==> config.mk <==
export PLATFORM = sky130hd
export DESIGN_NAME = reg_file_mp
export DESIGN_NICKNAME = d
export VERILOG_FILES = /design/src/rtl/reg_file_mp.sv
export SDC_FILE = /design/constraint.sdc
export NUM_CORES = 2
export LEC_CHECK = 0
export BUFFER_PORTS_ARGS = -buffer_cell sky130_fd_sc_hd__buf_2
export CORE_MARGIN = 4
export CORE_UTILIZATION = 45
export CTS_CLUSTER_DIAMETER = 120
export DETAILED_ROUTE_END_ITERATION = 8
export SLEW_MARGIN = 20
export SYNTH_ARGS = -nofsm -noshare
export SYNTH_HDL_FRONTEND = slang
export SYNTH_SLANG_ARGS = --single-unit
==> constraint.sdc <==
create_clock -name clk -period 4.47 [get_ports clk]
set_input_delay 0.447 -clock clk [delete_from_list [all_inputs] [get_ports clk]]
set_output_delay 0.447 -clock clk [all_outputs]
set_load 0.02 [all_outputs]
==> src/rtl/reg_file_mp.sv <==
// Multi-read-port register file with a self-running init sequence after reset or clear.
// Reads are combinational with write-through bypass; dropped writes raise a one-cycle wr_err.
module reg_file_mp #(
    parameter int DATA_W    = 32,
    parameter int ADDR_W    = 5,
    parameter int NUM_RD    = 2,
    parameter int ZERO_REG  = 1,
    parameter int INIT_MODE = 1
) (
    input  logic                       clk,
    input  logic                       rst,
    input  logic [NUM_RD*ADDR_W-1:0]   rd_addr,
    output logic [NUM_RD*DATA_W-1:0]   rd_data,
    input  logic                       wr_en,
    input  logic [ADDR_W-1:0]          wr_addr,
    input  logic [DATA_W-1:0]          wr_data,
    input  logic                       clr_req,
    output logic                       busy,
    output logic                       wr_err
);

    localparam int DEPTH = 2**ADDR_W;

    typedef enum logic {INIT, READY} state_e;

    state_e              state_q, state_d;
    logic [ADDR_W-1:0]   init_ptr_q, init_ptr_d;
    logic                wr_err_q, wr_err_d;
    logic [DATA_W-1:0]   mem_q [DEPTH];
    logic [DATA_W-1:0]   mem_d [DEPTH];
    logic [DATA_W-1:0]   init_val;
    logic                wr_ok;

    assign init_val = (INIT_MODE != 0) ? DATA_W'(init_ptr_q) : '0;
    assign wr_ok    = (state_q == READY) && wr_en && !clr_req &&
                      !((ZERO_REG != 0) && (wr_addr == '0));

    always_comb begin
        state_d    = state_q;
        init_ptr_d = init_ptr_q;
        wr_err_d   = 1'b0;
        case (state_q)
            INIT: begin
                init_ptr_d = init_ptr_q + ADDR_W'(1);
                wr_err_d   = wr_en;
                if (init_ptr_q == {ADDR_W{1'b1}}) begin
                    state_d = READY;
                end
            end
            READY: begin
                // Clear wins over a simultaneous write, which is then reported as dropped
                if (clr_req) begin
                    state_d    = INIT;
                    init_ptr_d = '0;
                    wr_err_d   = wr_en;
                end
            end
            default: state_d = INIT;
        endcase
    end

    always_ff @(posedge clk or negedge rst) begin
        if (!rst) begin
            state_q    <= INIT;
            init_ptr_q <= '0;
            wr_err_q   <= 1'b0;
        end else begin
            state_q    <= state_d;
            init_ptr_q <= init_ptr_d;
            wr_err_q   <= wr_err_d;
        end
    end

    always_comb begin
        mem_d = mem_q;
        if (state_q == INIT) begin
            mem_d[init_ptr_q] = init_val;
        end else if (wr_ok) begin
            mem_d[wr_addr] = wr_data;
        end
    end

    // Array has no reset; the init sequence rewrites every entry
    always_ff @(posedge clk) begin
        mem_q <= mem_d;
    end

    function automatic logic [DATA_W-1:0] read_port(input logic [ADDR_W-1:0] a);
        if (state_q == INIT)                   return '0;
        if ((ZERO_REG != 0) && (a == '0))      return '0;
        if (wr_ok && (a == wr_addr))           return wr_data;
        return mem_q[a];
    endfunction

    always_comb begin
        rd_data = '0;
        for (int k = 0; k < NUM_RD; k++) begin
            rd_data[k*DATA_W +: DATA_W] = read_port(rd_addr[k*ADDR_W +: ADDR_W]);
        end
    end

    assign busy   = (state_q == INIT);
    assign wr_err = wr_err_q;

endmodule

; Word-level counts from Yosys, hierarchy flattened
; Index checks and enable logic that the tools add are counted.
[word_totals]
output_inout_bits = 66
in_bits = 51
reg_bits = 1031
elab_cells = 106
[classes]
n_eq_ne = 5
bitwise = 5
n_mux = 42
magnitude_cmp = 6
n_reduce_logical = 12
n_addsub = 1
[ops]
columns = operator, n
row1 = bitwise mux 1024 bit, 2
row2 = 2-to-1 mux 1024 bit, 2
row3 = 2-to-1 mux 32 bit, 17
row4 = binary-select mux 32 bit (select 5 bit), 2
row5 = demux 32 bit (select 5 bit), 2
row6 = >= comparator 6 bit (second input constant), 4
row7 = inverter 5 -> 6 bit, 4
row8 = logical NOT 5 bit, 3
row9 = 2-to-1 mux 1 bit, 13
row10 = less-than comparator 6 x 1 -> 1 bit (second input constant), 2
row11 = equality test 5 bit, 2
row12 = one-hot mux 5 bit (2 select lines), 1
row13 = logical AND 1 bit, 7
row14 = adder 5 x 1 -> 5 bit (second input constant), 1
row15 = equality test 5 bit (second input constant), 1
row16 = 2-to-1 mux 5 bit, 1
row17 = one-hot mux 1 bit (2 select lines), 2
row18 = logical NOT 1 bit, 2
row19 = != test 2 x 1 -> 1 bit (second input constant), 1
row20 = != test 2 bit (second input constant), 1
row21 = inverter 1 bit, 1

; Logic depth before layout (Yosys ltp)
[depth]
ltp_word = 10
ltp_mapped = 11
ltp_nobuf = 6

; Worst setup path after synthesis
; OpenSTA, ideal clock, no wires.
[synth_path]
path_type = input-to-reg
start = input wr_addr[4]
end = register mem_q[896] in the netlist's numbering (enable)
arrival_time_ns = 3.511
setup_slack_ns = 0.493
path_stages = 4
required_ns = 4.004
n_path_buf = 1
setup_time_ns = 0.466
path_cell_list = buf_4 -> nor3b_1 -> nand2_1 -> o21ai_0
[synth_between]
elab_chain_len = 4
[synth_rtl]
columns = element, line_no
row1 = start: declaration, 15  ; input logic [ADDR_W-1:0] wr_addr,
row2 = logical NOT 5 bit, 36  ; !((ZERO_REG != 0) && (wr_addr == '0));
row3 = logical NOT 1 bit, 36
row4 = logical AND 1 bit, 35  ; assign wr_ok = (state_q == READY) && wr_en && !clr_req &&
row5 = != test 2 x 1 -> 1 bit (no line), -
row6 = end signal: assignment, 85  ; mem_q <= mem_d;
row7 = end: declaration, 29  ; logic [DATA_W-1:0] mem_q [DEPTH];
; No other way between the ends.
; A chain may end at the register's enable or synchronous reset.

; Worst setup path after layout
[layout_path]
start = register state_q
end = output rd_data[28]
[layout_between]
elab_chain_len = 10
elab_cells_between_ends = 11
cone_classes = mux (7) / reduce/logical (4)
[layout_rtl]
columns = element, line_no
row1 = start: declaration, 26  ; state_e state_q, state_d;
row2 = start signal: assignment, 68  ; state_q <= state_d;
row3 = logical AND 1 bit (3 in a row), 35
row4 = logical AND 1 bit, 91  ; if (wr_ok && (a == wr_addr)) return wr_data;
row5 = 2-to-1 mux 1 bit (2 in a row), 91
row6 = 2-to-1 mux 1 bit, 90  ; if ((ZERO_REG != 0) && (a == '0)) return '0;
row7 = 2-to-1 mux 32 bit, 92  ; return mem_q[a];
row8 = 2-to-1 mux 32 bit, 91
row9 = 2-to-1 mux 32 bit *, 90
row10 = end: declaration, 13  ; output logic [NUM_RD*DATA_W-1:0] rd_data,
; Mark *: on every way between the ends. The rest lies on a longest branch, timed or not. The select of a mux whose other input is x is not followed.

==> results by group <==
Floorplan
  – Die ar.: 127400 um2
  – Core Area: 120400 um2
  – Top-level port count: 117
  – Die width: 356.9 um
  – # rows: 127
  – Initial Utilization: 45.49%
  – Height of the die: 356.9 um

Synth
  – Net Count, Synth: 4347
  – Sequential share of the synthesized area: 56.44%
  – Area leader, netlist: edfxtp_1
  – Share of the synthesized area in the top cell type: 56.12%
  – Post-synth EDFFs: 1024
  – Ys Warns: 0
  – Post-synthesis area per instance: 12.77 um2
  – Post-synth ARST share: 0.6790%
  – Synth Flop Type: edfxtp_1
  – Seq cells post-synth: 1031
  – Synth area leaders: edfxtp_1, mux4_2, mux2i_1, nor2_1, o221ai_1
  – Cell variety after synth: 66
  – Syn Inst Count: 4291
  – Synth Cell Area: 54790 um2

Worst setup path
  – Crit path max fanout: 27
  – Reg-to-reg critical path endpoint: mem_q[61]
  – Crit end category: output port
  – Startpoint types: flip-flop
  – Worst-case reg-to-reg path depth: 6
  – Crit path kind: reg2out
  – Critical Path RT: 4020 ps
  – Worst r2r src: state_q
  – R2r setup slk: 1070 ps
  – CP arrival: 3880 ps

Drt
  – Routed WL: 222600 um
  – DRC errors left: 0
  – DR iter-0 viols: 6772
  – Pre-Repair DR Iteration Count: 9
  – Via density: 6.955
  – Antenna Nets Post-Route: 0
  – Per-cell routed wire length: 37.16 um
  – Via count: 41660

Timing
  – Period utilisation layout: 96.90%
  – Setup violators final: 0
  – Final Critical Period: 4332 ps
  – Pins Over Slew Limit: 0
  – Worst slew margin: 15.37%
  – Final Skew: 30.31 ps
  – Maximum clock rate: 230.9 MHz
  – RSZ-0062 raised after global routing: no
  – Hold Violations, Final: 0
  – Slew @ Worst Pin: 1265 ps

Power and ir drop
  – Leakage power: 20.21 nW
  – Final total power: 26.72 mW
  – Maximum VDD drop: 0.0003649 V
  – Cell Pwr Density: 436.9 nW/um2

Layout
  – Post-route insts no fill: 5990
  – Fillers: 10550
  – Multi-input gate area: 22110 um2
  – Post-layout net count: 4343
  – Design area: 61170 um2
  – Layout cell share with drive strength beyond 1: 21.19%
  – P&R area growth vs syn: 11.64%
  – Sequential Area: 30930 um2

Placed design
  – Port-buffer cells: 116
  – Placed Cells: 5780
  – Dpl cell area: 57620 um2
  – Routability congestion estimate from global placement: 0.9209
  – Detailed placement HPWL: 134100 um

CTS
  – Clk slew on worst S/H paths: 60 ps
  – CTS tree: done
  – Sink Count: 1031
  – CTS buffer count: 113
  – CTS root buf: clkbuf_16
  – H-tree Lvls: 3
  – Worst-case clock buffer depth: 3
  – Clk_lat worst skew: 720 ps
  – Post CTS Setup Buffer Count: 0

Job
  – Maxcap violations: 0

GRT
  – Congestion Overflow GR: 0
  – Initial antenna violation count: 12
  – Vias in the first global route: 40590
  – Global Route Usage Sum: 34.44%
  – Largest net degree at the start of global routing: 79
  – Global-route wire length before repair: 308300 um

Outcome
  – Status: completed

Worst hold path
  – Hold Path Class: in2async
cell families after synthesis:
group / share of synthesized area [%]
simple gates: 10.24
flops: 56.44
mux: 21.17
compound gates: 7.650
buf+inv: 4.195
xor+xnor: 0.1918
fa+ha+maj: 0.1142
metal layers:
metal / part of all wire (%) / track usage, % / wire length, um / vias to the layer above
met5: 0.039 / 0 / 86 / -
met4: 6.6 / 18.73 / 14620 / 8
met3: 15 / 10.57 / 32860 / 772
met2: 43 / 50.91 / 95990 / 3538
met1: 36 / 45.68 / 79020 / 21010
li1: - / - / - / 16330
flip-flops by register name, summed over array words and instances (netlist names):
name,cells
mem_q,1024
init_ptr_q,5
state_q,1
wr_err,1
critical path, stage by stage, from the launching register on:
cell,delay [ps]
dfrtp_2,600
nand3b_4,230
a21o_2,410
buf_4,280
nor3_4,250
buf_6,390
nor3_2,90
buf_4,210
a32oi_1,150
nand2_1,260
buf_2,260
worst max path at each step:
stage / end / slack [ps] / from / cells after the start
detailed placement: rd_data[28] / 660 / wr_addr[2] / 11
global route: rd_data[28] / 70 / state_q / 10
floorplan: mem_q[896] / 490 / wr_addr[4] / 4
CTS: rd_data[28] / 140 / state_q / 10
finish: rd_data[28] / 140 / state_q / 10
global placement: rd_data[41] / -2 / rd_addr[5] / 9
timing repair:
action / in CTS / in global routing
setup endpoints to repair: 0 / 1
hold buffers: 3 / 0
endpoints found under the hold margin: 11 / 0
resized for setup: 0 / 1
final cells by class:
class	instances	share of cell area, %
sequential	1031	50.56
timing repair buffer	327	4.294
clock buffer	139	4.782
tap	1612	3.297
inverter	9	0.06137
antenna	3	0.01227
multi-input combinational	2805	36.15
clock inverter	64	0.8469
power breakdown:
group	total, mW	internal [mW]	switching (mW)	leakage [nW]
Clock	8.94	4.93	4.01	1.67
Combinational	5.61	1.66	3.96	8.70
Sequential	12.2	11.7	0.436	9.84
synthesized netlist by cell type (2+ instances only):
library cell and number:
nor2_1 1052, edfxtp_1 1024, mux2i_1 396, mux4_2 333
nand2_1 256, clkbuf_1 255, o22ai_1 148, o221ai_1 143
o21ai_0 113, a21oi_1 82, buf_1 67, a31oi_1 42
buf_2 42, buf_6 40, nand3_1 36, buf_4 32
nor3_1 22, a22oi_1 21, nand2b_1 14, mux2_2 12
a2bb2oi_1 10, nor2b_1 10, buf_8 9, a32oi_1 8
a221oi_1 7, a22o_1 7, and2_1 7, dfrtp_1 7
nor3b_1 7, o2bb2ai_1 7, inv_1 6, o21ai_1 6
or3_1 6, xnor2_1 6, xor2_1 6, ha_1 5
a21o_1 4, o311ai_1 4, o31ai_1 4, a211oi_1 3
o32ai_1 3, and3_1 2, clkinv_1 2, nand4_1 2
or2_2 2
through the flow:
stage / utilization (%) / hold WS [ps] / worst slack, ps / setup TNS, ps
after detailed placement: 47.83 / 292.2 / 663.8 / 0
after global placement: 47.82 / 289.1 / -2.121 / -2.121
after global routing: 50.78 / 109.3 / 67.58 / 0
after floorplan: - / 151.4 / 492.9 / 0
after CTS: 50.72 / 62.96 / 139.8 / 0
final: 50.78 / 79.54 / 138.4 / 0
placed cells by master (no fill, tap or decap), types with 12 or more instances in the layout:
master     netlist  final
clkbuf_1       255     26
nor2_4           0     17
clkbuf_16        0    113
mux2i_1        396    396
mux4_2         333    333
o22ai_1        148    141
a21oi_1         82     81
edfxtp_1      1024   1024
buf_4           32    178
nand2_1        256    202
clkinv_2         0     14
nor2_1        1052   1035
nand2_2          1     52
a31oi_1         42     41
nand3_1         36     36
o21ai_0        113    103
nor3_1          22     20
clkinv_1         2     33
buf_2           42    108
mux2_2          12     12
a22oi_1         21     21
o221ai_1       143    143
buf_12           1     32
(Power assumes the default switching activity.)
